## src/rtl/sid_audio_pkg.sv

```systemverilog
// Shared widths, limits and mixing helpers for the SID/PSG audio mixer.
// Everything that must agree between the DC blocker and the mixer top lives here.
package sid_audio_pkg;

  localparam int SAMPLE_W      = 16;
  localparam int YI_W          = SAMPLE_W + 2;  // integer part of filter output
  localparam int ACC_W         = SAMPLE_W + 3;  // scaled SID + PSG sum
  localparam int DEF_DCB_SHIFT = 10;
  localparam int DEF_FRAC      = 8;

  typedef logic signed [SAMPLE_W-1:0] sample_t;
  typedef logic signed [ACC_W-1:0]    acc_t;

  localparam acc_t SAT_MAX = acc_t'(32767);
  localparam acc_t SAT_MIN = acc_t'(-32768);

  // Scale filtered SID by (vol+1)/8 and add PSG; |y| <= 2^17 keeps this inside ACC_W.
  function automatic acc_t mix(input logic signed [YI_W-1:0] y,
                               input logic [2:0]             vol,
                               input sample_t                psg);
    logic signed [4:0]      gain;
    logic signed [YI_W+4:0] prod;
    gain = signed'(5'({2'b00, vol}) + 5'd1);
    prod = y * gain;
    return signed'(prod[ACC_W+2:3]) + acc_t'(psg);
  endfunction

  function automatic logic is_clip(input acc_t s);
    return (s > SAT_MAX) || (s < SAT_MIN);
  endfunction

  function automatic sample_t saturate(input acc_t s);
    if (s > SAT_MAX) return sample_t'(SAT_MAX);
    if (s < SAT_MIN) return sample_t'(SAT_MIN);
    return sample_t'(s);
  endfunction

endpackage

```

## src/rtl/sid_dc_block.sv

```systemverilog
// One-channel DC blocker: y = x - x_prev + y_prev - (y_prev >>> DCB_SHIFT),
// evaluated at FRAC-extended precision; clr holds the filter state at zero.
module sid_dc_block
  import sid_audio_pkg::*;
#(
  parameter int DCB_SHIFT = DEF_DCB_SHIFT,
  parameter int FRAC      = DEF_FRAC
) (
  input  logic                   clock,
  input  logic                   reset_n,
  input  logic                   en,
  input  logic                   clr,
  input  sample_t                x,
  output logic signed [YI_W-1:0] y_int
);

  localparam int W = SAMPLE_W + FRAC + 2;

  logic signed [W-1:0] x_ext, x_prev, y, y_next;

  assign x_ext  = W'(x) <<< FRAC;
  assign y_next = x_ext - x_prev + y - (y >>> DCB_SHIFT);
  assign y_int  = y[W-1:FRAC];

  // y doubles as y_prev: it only advances on an accepted sample.
  always_ff @(posedge clock or negedge reset_n) begin
    if (!reset_n) begin
      x_prev <= '0;
      y      <= '0;
    end else if (clr) begin
      x_prev <= '0;
      y      <= '0;
    end else if (en) begin
      x_prev <= x_ext;
      y      <= y_next;
    end
  end

endmodule

```

## src/rtl/sid_audio_mixer.sv

```systemverilog
// Stereo SID + PSG mixer: offset-binary SID is DC-blocked, volume scaled,
// summed with signed PSG and saturated to 16 bits with sticky clip flags.
module sid_audio_mixer
  import sid_audio_pkg::*;
#(
  parameter int DCB_SHIFT = DEF_DCB_SHIFT,
  parameter int FRAC      = DEF_FRAC
) (
  input  logic          clock,
  input  logic          reset_n,
  input  logic          ce_sample,
  input  logic [15:0]   sid_l,
  input  logic [15:0]   sid_r,
  input  logic signed [15:0] psg_l,
  input  logic signed [15:0] psg_r,
  input  logic [2:0]    sid_vol,
  input  logic          sid_en,
  input  logic          clip_clr,
  output logic signed [15:0] out_l,
  output logic signed [15:0] out_r,
  output logic          out_valid,
  output logic          clip_l,
  output logic          clip_r
);

  sample_t    sid0_l, sid0_r, psg0_l, psg0_r, psg1_l, psg1_r;
  logic [2:0] vol0, vol1;
  logic       v0, v1, en0;
  logic signed [YI_W-1:0] yi_l, yi_r;
  acc_t       sum_l, sum_r;

  // Capture; MSB inversion turns offset-binary 0x8000 into signed 0.
  always_ff @(posedge clock or negedge reset_n) begin
    if (!reset_n) begin
      v0     <= 1'b0;
      en0    <= 1'b0;
      vol0   <= '0;
      sid0_l <= '0;
      sid0_r <= '0;
      psg0_l <= '0;
      psg0_r <= '0;
    end else begin
      v0 <= ce_sample;
      if (ce_sample) begin
        en0    <= sid_en;
        vol0   <= sid_vol;
        sid0_l <= {~sid_l[15], sid_l[14:0]};
        sid0_r <= {~sid_r[15], sid_r[14:0]};
        psg0_l <= psg_l;
        psg0_r <= psg_r;
      end
    end
  end

  sid_dc_block #(.DCB_SHIFT(DCB_SHIFT), .FRAC(FRAC)) u_dc_l (
    .clock   (clock),
    .reset_n (reset_n),
    .en      (v0 & en0),
    .clr     (~en0),
    .x       (sid0_l),
    .y_int   (yi_l)
  );

  sid_dc_block #(.DCB_SHIFT(DCB_SHIFT), .FRAC(FRAC)) u_dc_r (
    .clock   (clock),
    .reset_n (reset_n),
    .en      (v0 & en0),
    .clr     (~en0),
    .x       (sid0_r),
    .y_int   (yi_r)
  );

  always_ff @(posedge clock or negedge reset_n) begin
    if (!reset_n) begin
      v1     <= 1'b0;
      vol1   <= '0;
      psg1_l <= '0;
      psg1_r <= '0;
    end else begin
      v1 <= v0;
      if (v0) begin
        vol1   <= vol0;
        psg1_l <= psg0_l;
        psg1_r <= psg0_r;
      end
    end
  end

  assign sum_l = mix(yi_l, vol1, psg1_l);
  assign sum_r = mix(yi_r, vol1, psg1_r);

  // Scale/add and saturation share the output register to keep a 3-clock latency.
  always_ff @(posedge clock or negedge reset_n) begin
    if (!reset_n) begin
      out_valid <= 1'b0;
      out_l     <= '0;
      out_r     <= '0;
      clip_l    <= 1'b0;
      clip_r    <= 1'b0;
    end else begin
      out_valid <= v1;
      if (v1) begin
        out_l <= saturate(sum_l);
        out_r <= saturate(sum_r);
      end
      clip_l <= (v1 & is_clip(sum_l)) | (clip_l & ~clip_clr);
      clip_r <= (v1 & is_clip(sum_r)) | (clip_r & ~clip_clr);
    end
  end

endmodule

```

## config.mk

```make
export PLATFORM = sky130hd
export DESIGN_NAME = sid_audio_mixer
export DESIGN_NICKNAME = d
export VERILOG_FILES = /design/src/rtl/sid_audio_pkg.sv /design/src/rtl/sid_dc_block.sv /design/src/rtl/sid_audio_mixer.sv
export SDC_FILE = /design/constraint.sdc
export NUM_CORES = 1
export LEC_CHECK = 0
export ABC_CLOCK_PERIOD_IN_PS = 11010
export BUFFER_PORTS_ARGS = -buffer_cell sky130_fd_sc_hd__buf_2
export CAP_MARGIN = 15
export CORE_MARGIN = 2
export CORE_UTILIZATION = 45
export DETAILED_ROUTE_END_ITERATION = 12
export GPL_ROUTABILITY_DRIVEN = 0
export PLACE_DENSITY_LB_ADDON = 0.05
export SLEW_MARGIN = 20
export SYNTH_ARGS = -nofsm -noshare
export SYNTH_HDL_FRONTEND = slang
export SYNTH_SLANG_ARGS = --single-unit
```

## constraint.sdc

```tcl
create_clock -name clock -period 11.01 [get_ports clock]
set_clock_uncertainty 0.05 [all_clocks]
set_input_delay 2.202 -clock clock [delete_from_list [all_inputs] [get_ports clock]]
set_output_delay 2.202 -clock clock [all_outputs]
set_load 0.02 [all_outputs]
```

Yosys cells after proc, flatten, opt, wreduce, memory -nomap -nowiden
Index checks and enable logic that the tools add are counted.
{"block": "word_totals", "reg_bits": 244, "latch_bits": 0, "mem_bits_rw": 0, "romBits": 0, "input_bits": 72, "out_inout_bits": 35, "n_memories": 0}
{"block": "classes", "add_sub_neg": 9, "mul": 2, "n_div": 0, "order_cmp": 4, "n_eq_ne": 1, "n_shift": 0, "mux": 26, "bitwise_logic": 10, "reduce_logical": 2}
{"cell": "$mux W26", "count": 8}
{"cell": "$mux W16", "count": 8}
{"cell": "$add A26 B26 Y26", "count": 2}
{"cell": "$sub A24 B26 Y26", "count": 2}
{"cell": "$sub A26 B16 Y26", "count": 2}
{"cell": "$mul A18 B5 Y22", "count": 2}
{"cell": "$add A19 B16 Y19", "count": 2}
{"cell": "$gt A19 B16 Y1 const B", "count": 2}
{"cell": "$lt A19 B16 Y1 const B", "count": 2}
{"cell": "$mux W1", "count": 10}
{"cell": "$and A1 B1 Y1", "count": 5}
{"cell": "$add A3 B1 Y4 const B", "count": 1}
{"cell": "$not A1 Y1", "count": 3}
{"cell": "$logic_or A1 B1 Y1", "count": 2}
{"cell": "$ne A2 B1 Y1 const B", "count": 1}
{"cell": "$or A1 B1 Y1", "count": 2}

Depth between registers and ports, before layout
{"block": "logic_depth", "word_depth": 10, "ltp_mapped": 31, "ltp_nobuf": 28}

Modules after synthesis
From an unflattened synthesis, not the netlist that was laid out.
{"block": "hier_totals", "hier_cells": 2112, "area_unflattened_um2": 20394.6}
{"mod": "sid_audio_mixer", "n_inst": 1, "cells_each": 1212, "area_each_um2": 12084.1}
{"mod": "sid_dc_block", "n_inst": 2, "cells_each": 450, "area_each_um2": 4155.2}

Worst setup path after synthesis
OpenSTA, ideal clock, no wires.
{"block": "synth_timing", "path_kind": "register to register", "start": "reg vol1[0]", "end": "reg out_r[5]", "setup_ns": 0.142, "t_arrival_ns": 6.667, "required_time_ns": 10.818, "slack_ns": 4.151, "stages_incl_launch_ff": 31, "period_less_slack_ns": 6.859, "path_cell_list": "dfrtp_1 > buf_2 > and3_1 > clkbuf_1 > clkbuf_1 > and2_1 > ha_1 > inv_1 > fa_1 > inv_1 > fa_1 > ha_1 > nor2b_1 > o21a_1 > o21ai_0 > a21oi_1 > o41a_1 > a221o_1 > a41oi_1 > o21bai_1 > xor2_1 > ha_1 > a21o_1 > a2111oi_2 > o22ai_1 > or4_1 > nand3_2 > xor2_1 > and3_4 > buf_6 > o21ai_1"}
{"block": "synth_between", "elab_chain_len": 9, "elab_cells_between_ends": 13, "classes_between": "add/sub (2); mul (1); order compare (2); mux (8)"}
{"element": "from (decl)", "line_no": "sid_audio_mixer.sv:27", "rtl": "logic [2:0] vol0, vol1;"}
{"element": "from (signal assigned)", "line_no": "sid_audio_mixer.sv:82", "rtl": "vol1 <= vol0;"}
{"element": "$add A3 B1 Y4 (*)", "line_no": "sid_audio_pkg.sv:23", "rtl": "gain = signed'(5'({2'b00, vol}) + 5'd1);"}
{"element": "$mul A18 B5 Y22 (*)", "line_no": "sid_audio_pkg.sv:24", "rtl": "prod = y * gain;"}
{"element": "$add A19 B16 Y19 (*)", "line_no": "sid_audio_pkg.sv:25", "rtl": "return signed'(prod[ACC_W+2:3]) + acc_t'(psg);"}
{"element": "$lt A19 B16 Y1", "line_no": "sid_audio_pkg.sv:34", "rtl": "if (s < SAT_MIN) return sample_t'(SAT_MIN);"}
{"element": "$mux W1 (2 in a row)", "line_no": "sid_audio_pkg.sv:34"}
{"element": "$mux W1", "line_no": "sid_audio_mixer.sv:102", "rtl": "if (v1) begin"}
{"element": "$mux W16", "line_no": "sid_audio_pkg.sv:35", "rtl": "return sample_t'(s);"}
{"element": "$mux W16 (*)", "line_no": "sid_audio_pkg.sv:34"}
{"element": "to (signal assigned)", "line_no": "sid_audio_mixer.sv:104", "rtl": "out_r <= saturate(sum_r);"}
{"element": "to (decl)", "line_no": "sid_audio_mixer.sv:20", "rtl": "output logic signed [15:0] out_r,"}
Every way passes the cells marked *; elsewhere a longest branch is shown, timed or not. The select of a mux whose other input is x is not followed.
A chain may end at the register's enable or synchronous reset.

Worst setup path after layout
{"block": "layout_timing", "start": "reg vol1[0]", "end": "reg out_r[4]"}
Same word-level chain as after synthesis.

==> flow_metrics.tcl <==
set metrics [dict create \
    slew_headroom 0.300 \
    critPathKind "register to register" \
    synthArstFlopShare 1.00 \
    synth_cell_types 79 \
    wl_per_cell_um 16.5 \
    rows 76 \
    rsz0062_at_grt "no" \
    syn_area_um2 19500 \
    drv_cap 0 \
    max-vdd-ir-drop_mv 0.127 \
    wl_mm 43.6 \
    tightest_slew_ps 1050 \
    ioPinCount 107 \
    die-area_um2 44900 \
    finalInstanceArea_um2 21500 \
    cp_slowest_cell "o311ai_2" \
    placed_cell_area_um2 20600 \
    cts_sinks 224 \
    die_x_um 212 \
    dpl.hpwl_mm 33.1 \
    drive_above_1_share 0.138 \
    critical_path.top_delay_family "compound AO/OA/AOI/OAI gates" \
    firstDrtPassIters 4 \
    fp.dieH_um 212 \
    period_share 0.688 \
    p_switching_uw 2840 \
    setup_viol 0 \
    grt_overflow 0 \
    combPwrFrac 0.651 \
    hold_violations 0 \
    post_cts.repair.setup_buffers 0 \
    reg_top3 "u_dc_l.y x26, u_dc_r.y x26" \
    drtAntennaViolNets 0 \
    cp-start-kind "register" \
    tritoncts "built" \
    slew_viol_final 0 \
    port_buffers 106 \
    grt_pass1_vias 14196 \
    core_area_um2 42900 \
    critical_path_required_ps 11330 \
    fin_util 0.502 \
    status "complete, no violations" \
    fin_nets 2444 \
    arrival_ps 7900 \
    insertion_delay_ps 560 \
    post_cts_resized 0 \
    synth_edf_count 0 \
    yosysSeqAreaShare 0.288 \
    grt_use_total 0.201 \
    path_buf_inv 4 \
    tns_ps 0 \
    internal_power_uw 3390 \
    avgSynthCellArea_um2 9.95 \
    cellLeakagePower_uw 0.0104 \
    fmax_ghz 0.132 \
    critPathCaptureType "register" \
    fin_crit_ps 7570 \
    crit_path_max_fanout 37 \
    slowest_delay_ps 800 \
    ys_ff_latch 224 \
    grt_max_degree 103 \
    first_iter_violations 564 \
    holdBufCountCts 0 \
    clk_pin_slew_ps 70 \
    viasPerCell 5.16 \
    synth_ff_type "dfrtp_1" \
    cts_root_buf "clkbuf_16" \
    crit_path_frequent_cell "ha_1" \
    ys_warn_count 0 \
    antenna_found_initial 0 \
    area_growth_syn_to_layout_pct 10.7 \
    cellPowerDensity_nw_per_um2 289 \
    swShare 0.456 \
    synthesis.nets 2362 \
    num_vias 13645 \
    p_clk_frac 0.158 \
    initial_utilization 0.454 \
    seqPwrFrac 0.191 \
    fill_cells 4047 \
    htreeDepth 1 \
    cts_buffers 27 \
    grt_pass1_wl_mm 72.9 \
    hp-class "register to register" \
    clockBufferDepth 3 \
    synth_cells 1957 \
    drc 0 \
]
cells by family after synthesis:
kind of cell,Yosys count,synth area share
flip-flops,224,0.288
XOR/XNOR,114,0.0513
adder cells (fa/ha/maj),333,0.270
multiplexers,176,0.0969
AO/OA/AOI/OAI,356,0.119
AND/OR/NAND/NOR,431,0.110
buffers and inverters,323,0.0636
worst register-to-register path, delay by kind of cell (launching register included):
family / cells / cell delay (ps)
XOR/XNOR: 1 / 150
flip-flops: 1 / 350
AO/OA/AOI/OAI: 13 / 3630
buffers and inverters: 4 / 750
adder cells (fa/ha/maj): 5 / 1990
AND/OR/NAND/NOR: 2 / 470
cells in the mapped netlist (6+ instances only):
master / n / share of area
buf_2: 6 / 0.0015
or3_1: 8 / 0.0026
a31oi_1: 11 / 0.0035
nor3_1: 15 / 0.0039
o21a_1: 15 / 0.0058
inv_1: 259 / 0.050
fa_1: 146 / 0.15
o22ai_1: 24 / 0.0077
o21ai_0: 69 / 0.018
mux2_2: 100 / 0.058
nor2b_1: 15 / 0.0048
xnor2_1: 79 / 0.036
o21bai_1: 19 / 0.0073
nand2b_1: 25 / 0.0080
nand4_1: 11 / 0.0035
o21ai_1: 9 / 0.0023
nor2_1: 148 / 0.029
mux2i_1: 76 / 0.039
xor2_1: 35 / 0.016
a211oi_1: 16 / 0.0062
ha_1: 187 / 0.12
nand2_1: 73 / 0.014
a21oi_1: 92 / 0.024
nand3_1: 17 / 0.0044
a21o_1: 39 / 0.015
clkbuf_1: 49 / 0.0094
dfrtp_1: 224 / 0.29
and2_1: 98 / 0.031
layer usage:
metal  up-vias  global-route usage  share of wire
li1       6770                   -              -
met1      6641               0.283           0.49
met2       186               0.335           0.46
met3        48              0.0217          0.034
met4         0              0.0459          0.018
met5         -                   0              0
placed cells by master, fill, tap and decap left out, types with 76 or more instances in the layout:
master	netlist	layout
inv_1	259	259
dfrtp_1	224	223
ha_1	187	187
nor2_1	148	148
fa_1	146	146
buf_2	6	104
mux2_2	100	100
and2_1	98	98
a21oi_1	92	92
xnor2_1	79	79
mux2i_1	76	76
path summary, 6_finish.rpt:
check,startpoint,end,slack [ps],depth (start not counted)
setup / recovery,vol1[0]$_DFFE_PN0P_,out_r[4]$_DFFE_PN0P_,3440,25
hold / removal,psg0_l[7]$_DFFE_PN0P_,psg1_l[7]$_DFFE_PN0P_,440,1
setup reg to reg,vol1[0]$_DFFE_PN0P_,out_r[4]$_DFFE_PN0P_,3440,25
hold reg to reg,psg0_l[7]$_DFFE_PN0P_,psg1_l[7]$_DFFE_PN0P_,440,1
max in group asynchronous,reset_n,v0$_DFF_PN0_,7760,2
min in group asynchronous,reset_n,psg0_r[5]$_DFFE_PN0P_,1640,1
final cells by class:
class | instances | area [um2] | area share
flip-flops and latches | 224 | 5610 | 0.260
well taps | 585 | 732 | 0.0340
clock buffers | 37 | 763 | 0.0354
inverters | 260 | 976 | 0.0453
multi-input cells | 1410 | 12600 | 0.586
repair buffers | 116 | 618 | 0.0287
diodes | 1 | 2.50 | 0.000116
clock inverters | 11 | 211 | 0.00981
through the flow:
| step | setup WS, ps | total power, uW | instances | hold WS [ps] |
|---|---|---|---|---|
| 2_1_floorplan | 4150 | 4400 | 1957 | 302 |
| 3_3_place_gp | 3650 | 5220 | 2595 | 432 |
| 3_5_place_dp | 3500 | 5270 | 2595 | 437 |
| 4_1_cts | 3450 | 6310 | 2643 | 448 |
| 5_1_grt | 2840 | 6900 | 2643 | 459 |
| 6_report | 3440 | 6230 | 2644 | 444 |
power groups by stage:
stage | Combinational, uW | Sequential (uW) | Clock, uW
global route | 4640 | 1220 | 1050
detailed placement | 4060 | 1210 | 0
global placement | 4020 | 1200 | 0
finish | 4060 | 1190 | 983
CTS | 4090 | 1190 | 1020
floorplan | 3190 | 1200 | 0
Power figures use the tool's default switching activity.
